`src/rtl/tribus_pkg.sv`:
```
// tribus_pkg: shared state encoding, bus constants and bank one-hot helper for the tribus arbiter
package tribus_pkg;
  typedef enum logic [1:0] {IDLE, ISSUE, WAIT, RESP} state_t;
  localparam int AW_DEF = 7;
  localparam int DW_DEF = 8;
  localparam int NREQ = 4;
  localparam int NBANK = 4;
  function automatic logic [NBANK-1:0] onehot4(input logic [1:0] b);
    return NBANK'(1) << b;
  endfunction
endpackage

```
`src/rtl/tribus4_arbiter_if.sv`:
```
// tribus4_arbiter_if: requester fields, ACK/RDATA/BUSY and RAM bus; slave = arbiter side, master = requesters+RAM side
interface tribus4_arbiter_if
  import tribus_pkg::*;
#(
  parameter int AW = AW_DEF,
  parameter int DW = DW_DEF
);
  logic [NREQ-1:0] REQ, WE, ACK;
  logic [2*NREQ-1:0] BANK;
  logic [NREQ*AW-1:0] ADDR;
  logic [NREQ*DW-1:0] WDATA;
  logic [DW-1:0] RDATA, RAM_D, RAM_Q;
  logic BUSY;
  logic [AW-1:0] RAM_A;
  logic [NBANK-1:0] RAM_WREN;
  logic [1:0] RAM_ENA;
  modport slave(input REQ, WE, BANK, ADDR, WDATA, RAM_Q, output ACK, RDATA, BUSY, RAM_A, RAM_D, RAM_WREN, RAM_ENA);
  modport master(output REQ, WE, BANK, ADDR, WDATA, RAM_Q, input ACK, RDATA, BUSY, RAM_A, RAM_D, RAM_WREN, RAM_ENA);
endinterface

```
`src/rtl/tribus4_arbiter_rr_pick4.sv`:
```
// rr_pick4: combinational round-robin picker (req, ptr -> valid, first set req at or after ptr)
module rr_pick4 (
  input  logic [3:0] req,
  input  logic [1:0] ptr,
  output logic       valid,
  output logic [1:0] winner
);
  logic [7:0] dbl;
  logic [1:0] off;
  assign dbl = {req, req} >> ptr;
  assign off = dbl[0] ? 2'd0 : dbl[1] ? 2'd1 : dbl[2] ? 2'd2 : 2'd3;
  assign valid = |req;
  assign winner = ptr + off;
endmodule

```
`src/rtl/tribus4_arbiter.sv`:
```
// tribus4_arbiter: round-robin arbiter serialising 4 requesters onto a 4-bank RAM bus (CLK, RSTN, bus.slave)
module tribus4_arbiter
  import tribus_pkg::*;
#(
  parameter int AW = AW_DEF,
  parameter int DW = DW_DEF,
  parameter int RD_LAT = 1
) (
  input logic CLK,
  input logic RSTN,
  tribus4_arbiter_if.slave bus
);
  state_t state, state_n;
  logic valid, we_q;
  logic [1:0] pw, ptr, win, ena_q, cnt;
  logic [AW-1:0] a_q;
  logic [DW-1:0] d_q, rdata_q;
  rr_pick4 u_pick (.req(bus.REQ), .ptr(ptr), .valid(valid), .winner(pw));
  always_ff @(posedge CLK) begin
    if (!RSTN) begin
      state <= IDLE;
      ptr <= '0;
      win <= '0;
      we_q <= 1'b0;
      ena_q <= '0;
      a_q <= '0;
      d_q <= '0;
      rdata_q <= '0;
      cnt <= '0;
    end else begin
      state <= state_n;
      if (state == IDLE && valid) begin
        win <= pw;
        ptr <= pw + 2'd1;
        we_q <= bus.WE[pw];
        ena_q <= bus.BANK[{pw, 1'b0} +: 2];
        a_q <= bus.ADDR[AW*int'(pw) +: AW];
        d_q <= bus.WDATA[DW*int'(pw) +: DW];
      end
      if (state == ISSUE) cnt <= 2'(RD_LAT);
      if (state == WAIT) begin
        cnt <= cnt - 2'd1;
        if (cnt == 2'd1) rdata_q <= bus.RAM_Q;
      end
    end
  end
  always_comb begin
    state_n = state == IDLE ? (valid ? ISSUE : IDLE) : state == ISSUE ? (we_q ? RESP : WAIT) : state == WAIT ? (cnt == 2'd1 ? RESP : WAIT) : IDLE;
    bus.RAM_WREN = (state == ISSUE && we_q) ? onehot4(ena_q) : '0;
    bus.ACK = state == RESP ? onehot4(win) : '0;
    bus.BUSY = state != IDLE;
  end
  assign bus.RAM_A = a_q;
  assign bus.RAM_D = d_q;
  assign bus.RAM_ENA = ena_q;
  assign bus.RDATA = rdata_q;
endmodule
```
`src/flat_wrapper.sv`:
```
// flat-port wrapper written by rule: the top's interface ports become plain ports
module tribus4_arbiter_flat import tribus_pkg::*;
#(
  parameter int AW = AW_DEF,
  parameter int DW = DW_DEF,
  parameter int RD_LAT = 1
)
  (CLK, RSTN, bus_REQ, bus_WE, bus_BANK, bus_ADDR, bus_WDATA, bus_RAM_Q, bus_ACK, bus_RDATA, bus_BUSY, bus_RAM_A, bus_RAM_D, bus_RAM_WREN, bus_RAM_ENA);
  tribus4_arbiter_if #(.AW(AW), .DW(DW)) bus_i ();
  input logic CLK;
  input logic RSTN;
  input wire logic [$bits(bus_i.REQ)-1:0] bus_REQ;
  input wire logic [$bits(bus_i.WE)-1:0] bus_WE;
  input wire logic [$bits(bus_i.BANK)-1:0] bus_BANK;
  input wire logic [$bits(bus_i.ADDR)-1:0] bus_ADDR;
  input wire logic [$bits(bus_i.WDATA)-1:0] bus_WDATA;
  input wire logic [$bits(bus_i.RAM_Q)-1:0] bus_RAM_Q;
  output wire logic [$bits(bus_i.ACK)-1:0] bus_ACK;
  output wire logic [$bits(bus_i.RDATA)-1:0] bus_RDATA;
  output wire logic [$bits(bus_i.BUSY)-1:0] bus_BUSY;
  output wire logic [$bits(bus_i.RAM_A)-1:0] bus_RAM_A;
  output wire logic [$bits(bus_i.RAM_D)-1:0] bus_RAM_D;
  output wire logic [$bits(bus_i.RAM_WREN)-1:0] bus_RAM_WREN;
  output wire logic [$bits(bus_i.RAM_ENA)-1:0] bus_RAM_ENA;
  assign bus_i.REQ = bus_REQ;
  assign bus_i.WE = bus_WE;
  assign bus_i.BANK = bus_BANK;
  assign bus_i.ADDR = bus_ADDR;
  assign bus_i.WDATA = bus_WDATA;
  assign bus_i.RAM_Q = bus_RAM_Q;
  assign bus_ACK = bus_i.ACK;
  assign bus_RDATA = bus_i.RDATA;
  assign bus_BUSY = bus_i.BUSY;
  assign bus_RAM_A = bus_i.RAM_A;
  assign bus_RAM_D = bus_i.RAM_D;
  assign bus_RAM_WREN = bus_i.RAM_WREN;
  assign bus_RAM_ENA = bus_i.RAM_ENA;
  tribus4_arbiter #(.AW(AW), .DW(DW), .RD_LAT(RD_LAT)) u_core (.CLK(CLK), .RSTN(RSTN), .bus(bus_i));
endmodule
```
`config.mk`:
```
export PLATFORM = sky130hd
export DESIGN_NAME = tribus4_arbiter_flat
export DESIGN_NICKNAME = d
export VERILOG_FILES = /design/src/rtl/tribus_pkg.sv /design/src/rtl/tribus4_arbiter_if.sv /design/src/rtl/tribus4_arbiter_rr_pick4.sv /design/src/rtl/tribus4_arbiter.sv /design/src/flat_wrapper.sv
export SDC_FILE = /design/constraint.sdc
export NUM_CORES = 1
export LEC_CHECK = 0
export CAP_MARGIN = 30
export CORE_ASPECT_RATIO = 1.1
export CORE_MARGIN = 4
export CORE_UTILIZATION = 40
export DETAILED_ROUTE_END_ITERATION = 8
export PLACE_DENSITY_LB_ADDON = 0.05
export SLEW_MARGIN = 5
export SYNTH_ARGS = -nofsm -noshare
export SYNTH_HDL_FRONTEND = slang
export SYNTH_SLANG_ARGS = --single-unit
export TNS_END_PERCENT = 100
```
`constraint.sdc`:
```
create_clock -name CLK -period 4.65 [get_ports CLK]
set_clock_uncertainty 0.05 [all_clocks]
set_input_delay 0.6975 -clock CLK [delete_from_list [all_inputs] [get_ports CLK]]
set_output_delay 0.6975 -clock CLK [all_outputs]
set_load 0.03 [all_outputs]
```
==> flow_summary.json <==
{
  "status": "finished clean",
  "drive_above_1_share": 0.05775,
  "ys_seq_area_frac": 0.3301,
  "synth_edf_count": 0,
  "area_growth_pct": 64.44,
  "cts_tree": "done",
  "drv_slew": 0,
  "rrSetupSlack_ns": 1.88,
  "ys.flop_type": "dfxtp_1",
  "cap_violations": 0,
  "cts_made_buffers": 5,
  "clockRootBuffer": "clkbuf_8",
  "synthMuxAreaShare": 0.2718,
  "cts.repair.resized": 0,
  "row_count": 27,
  "worstPathRequired_ns": 4.78,
  "io_pins": 120,
  "drt_iter0_drc": 54,
  "min_period_ns": 3.167,
  "relSlewSlack": 0.5265,
  "setup_viol_count_final": 0,
  "power_density_nw_per_um2": 525.5,
  "vias": 2033,
  "dp_slack_ns": 1.183,
  "htreeDepth": 2,
  "coreArea_um2": 5000,
  "syn-num-nets": 305,
  "routedWlPerCell_um": 14.81,
  "fin_nets": 420,
  "io_buffers": 119,
  "synthAdderAreaFrac": 0.03641,
  "synth-simple-area-share": 0.1335,
  "grt_max_degree": 19,
  "hpwl_mm": 4.510,
  "num_antenna_cells": 0,
  "viasPerCell": 5.253,
  "netlist_area_um2": 2062,
  "path_clk_slew_ns": 0.08,
  "timing.final.ws_setup_ns": 1.483,
  "antenna_found_initial": 0,
  "endpoint": "u_core.bus.RAM_A[1]",
  "postCtsHoldBufs": 0,
  "r2r_start": "u_core.ptr[0]",
  "critPathLaunch": "bus_REQ[0]",
  "ant_nets": 0,
  "grt_pass1_vias": 1969,
  "yosys.area.top_type": "dfxtp_1",
  "r2r-end": "u_core.bus.RAM_A[1]",
  "synthArstFlopShare": 0,
  "grt_pass1_wl_mm": 9.135,
  "seqPwrFrac": 0.244,
  "yosysMostFrequentCell": "mux2i_1",
  "endpoint_kind": "flip-flop",
  "power_leakage_uw": 0.001460,
  "seq_area_um2": 680.7,
  "initial_core_util": 0.4124,
  "finalNonFillerCells": 387,
  "postSynthAreaPerCell_um2": 9.681,
  "p_int_uw": 1100,
  "drcViolationCount": 0,
  "clock_latency_ns": 0.29,
  "worstMarginPinSlew_ns": 0.7102,
  "ff2ff_path_depth": 9,
  "switching_share": 0.3828,
  "drt_first_pass_iters": 4,
  "rsz0062_at_grt": "false",
  "fillers": 423,
  "synth_compound_area_frac": 0.1644,
  "synth.area.top_cells": "dfxtp_1 33%, mux2i_1 27%, a22o_1 7.6%",
  "fmax_mhz": 315.8,
  "postSynthCellCount": 213,
  "gp_congestion": 0.7557,
  "ys_seq_elements": 34,
  "post_cts_buffers": 0,
  "chipWidth_um": 76.46,
  "synth_warnings": 0,
  "netlist.area_leader.share": 0.3301,
  "finalHoldViolCount": 0,
  "post-route-period-util": 0.6810,
  "worstSetupPathType": "primary input to flip-flop",
  "crit_arrival_ns": 3.30,
  "synth_cell_type_count": 34,
  "clockBufferDepth": 2,
  "synth_top_family_by_area": "multiplexers",
  "ys_top_cells_by_count": "56 x mux2i_1, 34 x dfxtp_1, 18 x a22o_1",
  "drt-total-wl_mm": 5.733,
  "multiInputGateArea_um2": 1252,
  "die_y_um": 83.30,
  "p_total_uw": 1782,
  "critPathLaunchType": "primary input",
  "dpl.cell_count": 379,
  "min_path_type": "flip-flop to flip-flop",
  "grt_overflow_total": 0,
  "power_switching_uw": 682.1,
  "critical_path.max_fanout": 17,
  "die-area_um2": 6369,
  "pwr-share-clk": 0.185,
  "comb_power_share": 0.571,
  "groute.usage.overall": 0.1765,
  "setup-tns-final_ns": 0,
  "cts.sinks": 34,
  "synth-xor-area-share": 0,
  "peakVddDrop_uv": 270.8
}
## cells in the final DEF (no fill, tap or decap), types with 5 or more instances in the layout
master	synthesis	layout
inv_1	7	7
mux2i_1	56	56
a21boi_0	9	9
dfxtp_1	34	34
o21ai_0	5	5
nand2_1	15	15
nor2_1	8	8
clkbuf_8	1	5
nand3_1	11	11
clkdlybuf4s50_1	0	119
a22o_1	18	18
ha_1	6	5
## worst min-delay path by stage
stage | startpoint | end | slack [ns] | cells past startpoint
2_1_floorplan | u_core.cnt[0] | u_core.cnt[0] | 0.40 | 1
3_3_place_gp | u_core.bus.RDATA[0] | u_core.bus.RDATA[0] | 0.40 | 2
3_5_place_dp | u_core.bus.RDATA[1] | u_core.bus.RDATA[1] | 0.41 | 2
4_1_cts | u_core.bus.RDATA[1] | u_core.bus.RDATA[1] | 0.42 | 2
5_1_grt | u_core.bus.RDATA[3] | u_core.bus.RDATA[3] | 0.44 | 2
6_report | u_core.bus.RDATA[1] | u_core.bus.RDATA[1] | 0.42 | 2
## power by group through the flow
stage          registers, uW  logic (uW)  clock network, uW
2_1_floorplan            533         646                  0
3_3_place_gp             438        1020                  0
3_5_place_dp             438        1030                  0
4_1_cts                  435        1030                335
5_1_grt                  445        1100                348
6_report                 435        1020                330
## cells by family (layout without fill, tap and decap cells)
| logic type | count (synthesis) | after routing |
|---|---|---|
| mux | 56 | 56 |
| fa+ha+maj | 6 | 6 |
| compound gates | 44 | 44 |
| flops | 34 | 34 |
| simple gates | 51 | 51 |
| buf+inv | 22 | 138 |
## routing by layer
metal / wire length (um) / global-route usage / part of all wire / vias up
met2: 2835 / 0.3054 / 0.49 / 81
li1: - / - / - / 1014
met4: 160 / 0.07908 / 0.028 / 0
met5: 0 / 0 / 0 / -
met3: 471 / 0.06399 / 0.082 / 14
met1: 2265 / 0.1916 / 0.40 / 924
## flip-flops by register name, indices dropped and copies added (netlist names)
register / count
u_core.bus.RDATA: 8
u_core.bus.RAM_D: 8
u_core.cnt: 2
u_core.we_q: 1
u_core.bus.RAM_A: 7
u_core.ptr: 2
u_core.state: 2
u_core.win: 2
u_core.bus.RAM_ENA: 2
## layout make-up
cell class	count	share of cell area
Clock buffer	5	0.02030
Inverter	7	0.007749
Timing Repair Buffer	123	0.3601
Tap cell	58	0.02140
Clock inverter	3	0.02030
Sequential cell	34	0.2007
Multi-Input combinational cell	157	0.3694
## through the flow
stage	hold WS [ns]	utilization	area (um2)
6_report	0.4190	0.6782	3391
5_1_grt	0.4405	0.6782	3391
4_1_cts	0.4235	0.6782	3391
3_5_place_dp	0.4123	0.6507	3253
3_3_place_gp	0.4024	0.6507	3253
2_1_floorplan	0.3956	-	2062
## critical path: stages
cell and delay (ns):
clkdlybuf4s50_1 0.56, nor3_1 0.08, a311oi_1 0.26, a31oi_1 0.07, a211o_2 0.28, ha_2 0.47, buf_4 0.33, mux2i_1 0.23
mux2i_1 0.09, a22o_1 0.23
No activity file was read; power rests on OpenSTA's default activity.
